$ cat src/rtl/serial_negate_scheduler.sv
// Rotating-priority arbiter in front of one shared bit-serial two's-complement negator.
// Grant in IDLE, WIDTH SHIFT cycles, then DONE holds the tagged result until it is accepted.
module serial_negate_scheduler #(
  parameter int NREQ  = 4,
  parameter int WIDTH = 8,
  parameter int IDW   = $clog2(NREQ)
) (
  input  logic                  clk,
  input  logic                  reset,
  input  logic [NREQ-1:0]       req,
  input  logic [NREQ*WIDTH-1:0] req_data,
  output logic [NREQ-1:0]       grant,
  output logic                  rsp_valid,
  input  logic                  rsp_ready,
  output logic [WIDTH-1:0]      rsp_data,
  output logic [IDW-1:0]        rsp_id,
  output logic                  busy
);

  localparam int CW = $clog2(WIDTH);

  typedef enum logic [1:0] {IDLE, SHIFT, DONE} state_t;

  state_t           state, state_nxt;
  logic [IDW-1:0]   ptr, id, pick, ptr_nxt, scan_idx;
  logic             pick_vld, take;
  logic [WIDTH-1:0] shreg, res, res_nxt, operand;
  logic [CW-1:0]    bit_cnt;
  logic             seen_one, out_bit, last_bit;

  // Scan ptr, ptr+1, ... wrapping; the first set request wins.
  always_comb begin
    pick     = '0;
    pick_vld = 1'b0;
    scan_idx = '0;
    for (int k = 0; k < NREQ; k++) begin
      scan_idx = IDW'((int'(ptr) + k) % NREQ);
      if (!pick_vld && req[scan_idx]) begin
        pick     = scan_idx;
        pick_vld = 1'b1;
      end
    end
  end

  always_comb begin
    operand = '0;
    for (int i = 0; i < NREQ; i++) begin
      if (pick == IDW'(i)) operand = req_data[i*WIDTH +: WIDTH];
    end
  end

  // Reset overrides a coincident request so nothing is granted while clearing.
  assign take    = (state == IDLE) && pick_vld && !reset;
  assign grant   = take ? (NREQ'(1) << pick) : '0;
  assign ptr_nxt = (int'(pick) == NREQ - 1) ? '0 : pick + 1'b1;

  // Serial negate: copy bits up to and including the first 1, invert the rest.
  assign out_bit  = shreg[0] ^ seen_one;
  assign res_nxt  = {out_bit, res[WIDTH-1:1]};
  assign last_bit = (bit_cnt == CW'(WIDTH - 1));

  always_comb begin
    state_nxt = state;
    unique case (state)
      IDLE:    if (take) state_nxt = SHIFT;
      SHIFT:   if (last_bit) state_nxt = DONE;
      DONE:    if (rsp_ready) state_nxt = IDLE;
      default: state_nxt = IDLE;
    endcase
  end

  always_ff @(posedge clk) begin
    if (reset) begin
      state    <= IDLE;
      ptr      <= '0;
      id       <= '0;
      shreg    <= '0;
      res      <= '0;
      bit_cnt  <= '0;
      seen_one <= 1'b0;
      rsp_data <= '0;
      rsp_id   <= '0;
    end else begin
      state <= state_nxt;
      unique case (state)
        IDLE: begin
          if (take) begin
            shreg    <= operand;
            id       <= pick;
            ptr      <= ptr_nxt;
            bit_cnt  <= '0;
            seen_one <= 1'b0;
            res      <= '0;
          end
        end
        SHIFT: begin
          seen_one <= seen_one | shreg[0];
          res      <= res_nxt;
          shreg    <= shreg >> 1;
          bit_cnt  <= bit_cnt + 1'b1;
          if (last_bit) begin
            rsp_data <= res_nxt;
            rsp_id   <= id;
          end
        end
        default: ;
      endcase
    end
  end

  assign rsp_valid = (state == DONE);
  assign busy      = (state != IDLE);

endmodule

$ cat config.mk
export PLATFORM = sky130hd
export DESIGN_NAME = serial_negate_scheduler
export DESIGN_NICKNAME = d
export VERILOG_FILES = /design/src/rtl/serial_negate_scheduler.sv
export SDC_FILE = /design/constraint.sdc
export NUM_CORES = 1
export LEC_CHECK = 0
export ABC_AREA = 1
export BUFFER_PORTS_ARGS = -buffer_cell sky130_fd_sc_hd__buf_2
export CAP_MARGIN = 5
export CORE_ASPECT_RATIO = 1.75
export CORE_MARGIN = 8
export CORE_UTILIZATION = 40
export CTS_CLUSTER_SIZE = 25
export DETAILED_ROUTE_END_ITERATION = 8
export PLACE_DENSITY = 0.74
export SLEW_MARGIN = 20
export SYNTH_ARGS = -nofsm -noshare
export SYNTH_HDL_FRONTEND = slang
export SYNTH_SLANG_ARGS = --single-unit
$ cat constraint.sdc
create_clock -name clk -period 7.4 [get_ports clk]
set_input_delay 1.11 -clock clk [delete_from_list [all_inputs] [get_ports clk]]
set_output_delay 1.11 -clock clk [all_outputs]
set_load 0.1 [all_outputs]
==> flow_summary.toml <==
[run_status]
status = "complete, no violations"

[clock_network]
cts_root_buf = "clkbuf_8"
cts.reportedPaths.clkPinSlew_ns = 0.07
cts_resized = 0
cts_max_path_buffers = 2
hold_buffers = 0
cts_setup_buffers = 0
numCtsBuffers = 5
clock_latency_ns = 0.29
clock_sinks = 35
cts_tree = "done"
cts_max_level = 2

[detailed_routing]
drtPass1Iterations = 4
vias_per_cell = 5.032
finalWirelength_um = 5067
wl_per_cell_um = 12.57
detail-route-antenna-nets = 0
drc_errors = 0
drt_iter0_markers = 137
num_vias = 2028

[min_path]
hp-start = "rsp_data[6]"
min_path_type = "reg2reg"

[sta]
max_freq_mhz = 225.1
period_share_pct = 60.05
rsz0062_at_grt = "false"
finalSetupTns_ns = 0
drv_slew = 0
fin_crit_ns = 4.443
hold_viol = 0
skew_ns = 0.007638
setup_viol = 0
fin_ws_ns = 2.957
worstMarginPinSlew_ns = 1.062
slew_headroom_pct = 29.12

[critical_path]
r2r_slack_ns = 4.21
crit_fanout = 10
crit_path_end_kind = "output pin"
reg2reg_from = "ptr[0]"
required_ns = 6.29
crit_path_start = "req[0]"
start_kind = "primary input"
critical_path_class = "in2out"
worstPathArrival_ns = 3.33

[power_and_ir_drop]
ir_drop_v = 0.0001452
p_leak_nw = 1.112
power_density_nw_per_um2 = 430.8

[cells_and_area]
final_util_pct = 46.88
fin_area_um2 = 2422
drive_gt1_share_pct = 27.87
areaGrowthSynthToFinish_pct = 15.58
final_nets = 393
antennaDiodeCount = 0

[logic_synthesis]
syn_area_um2 = 2096
yosys_warnings = 0
syn_inst = 302
seq_area_frac_synth_pct = 33.43
postSynthNetCount = 348
syn_avg_cell_area_um2 = 6.940
synth_cell_types = 26
synth-seq-cells = 35

[grt]
overflow = 0
grt_start_max_net_pins = 33
grt_pass1_wl_um = 8963
grt_usage_pct = 13.42
grt_pass1_vias = 2063
grt_antenna_before_repair = 0

[placed_design]
dp.final_hpwl_um = 3825
gp_congestion = 0.8150
numPortBuffers = 54
pre_cts_ws_ns = 2.954
place_area_um2 = 2337

[floorplan]
ios = 55
start_util_pct = 40.56
rows = 35
fp.dieH_um = 111.8
fp.dieW_um = 70.72
core_um2 = 5167
dieArea_um2 = 7903

[flow_run]
cap_violations = 0
[cell type report]
class | instances | area, um^2
timing repair buffer | 55 | 277.8
fill | 529 | 2745
inverter | 22 | 82.58
clock buffer | 6 | 72.57
multi-input combinational | 228 | 1207
sequential | 35 | 700.7
tap | 55 | 68.82
clock inverter | 2 | 12.51
[flip-flops by register name (all words and copies together), names as in the netlist]
register,cells
rsp_data,8
shreg,8
res,7
bit_cnt,3
id,2
ptr,2
rsp_id,2
state,2
seen_one,1
[cell usage in the layout (no fill, tap or decap), drive strengths merged, types with 4 or more instances in the layout]
master,instances
inv,21
clkbuf,6
nand2,97
o211ai,7
a31oi,4
nor2,26
buf,55
ha,7
o21ai,9
a21oi,37
nand3,34
dfxtp,35
nand3b,4
[critical path: stages]
cell and delay, ns:
buf_2 0.11, inv_1 0.06, nand2_1 0.07, nand3_1 0.12, nand2_1 0.10, nor2_4 0.16, nand3b_1 0.09, nand3_1 0.07
nand2_1 0.12, inv_1 0.10, ha_1 0.32, clkinv_1 0.29, nor2_1 0.15, buf_2 0.46
[logic make-up after synthesis]
group,synth area share [%]
flip-flops,33.43
buffers and inverters,8.955
AND/OR/NAND/NOR,36.78
AO/OA/AOI/OAI,16.66
adder cells (fa/ha/maj),4.179
[stage by stage]
step	hold slack (ns)	total power, W	instances
floorplan	0.4334	0.0008152	302
global placement	0.4462	0.0009009	395
detailed placement	0.4514	0.0009146	395
CTS	0.4657	0.001054	403
global route	0.4772	0.001159	403
finish	0.4627	0.001044	403
[synthesized netlist by cell type]
cell type  number  area [um^2]
nand2_1        91        341.6
dfxtp_1        35        700.7
a21oi_1        26        130.1
nor2_1         24        90.09
nand3_1        21        105.1
inv_1          19        71.32
nand3_2        13        130.1
a21oi_2        11        96.34
clkbuf_1       11        41.29
ha_1            7        87.58
o211ai_1        7        52.55
nand2_2         6        37.54
o21ai_0         6        30.03
a31oi_1         4        25.02
nand3b_1        4        30.03
buf_6           3        33.78
o21ai_1         3        15.01
buf_2           2        10.01
inv_2           2        7.510
buf_12          1        20.02
clkinv_1        1        3.750
nand4_1         1        6.260
nor2_2          1        6.260
nor2_4          1        11.26
or2_0           1        6.260
or2_2           1        6.260
[where the power goes]
part           switching (W)  internal, W  leakage [nW]
Clock              0.0000685    0.0000657        0.0412
Combinational       0.000449     0.000219         0.786
Sequential         0.0000246     0.000217         0.285
[final timing paths]
path                  to  cells after the start
max             grant[2]                     14
max reg2reg     shreg[3]                     21
min          rsp_data[6]                      2
min reg2reg  rsp_data[6]                      2
[layer usage]
| metal | wire [um] | GRT usage, % | vias up |
|---|---|---|---|
| met5 | 0 | 0 | - |
| met4 | 66 | 5.175 | 0 |
| met3 | 289 | 3.960 | 5 |
| met2 | 2694 | 25.51 | 45 |
| met1 | 2016 | 12.83 | 905 |
| li1 | - | - | 1073 |
Power figures use the tool's default switching activity.
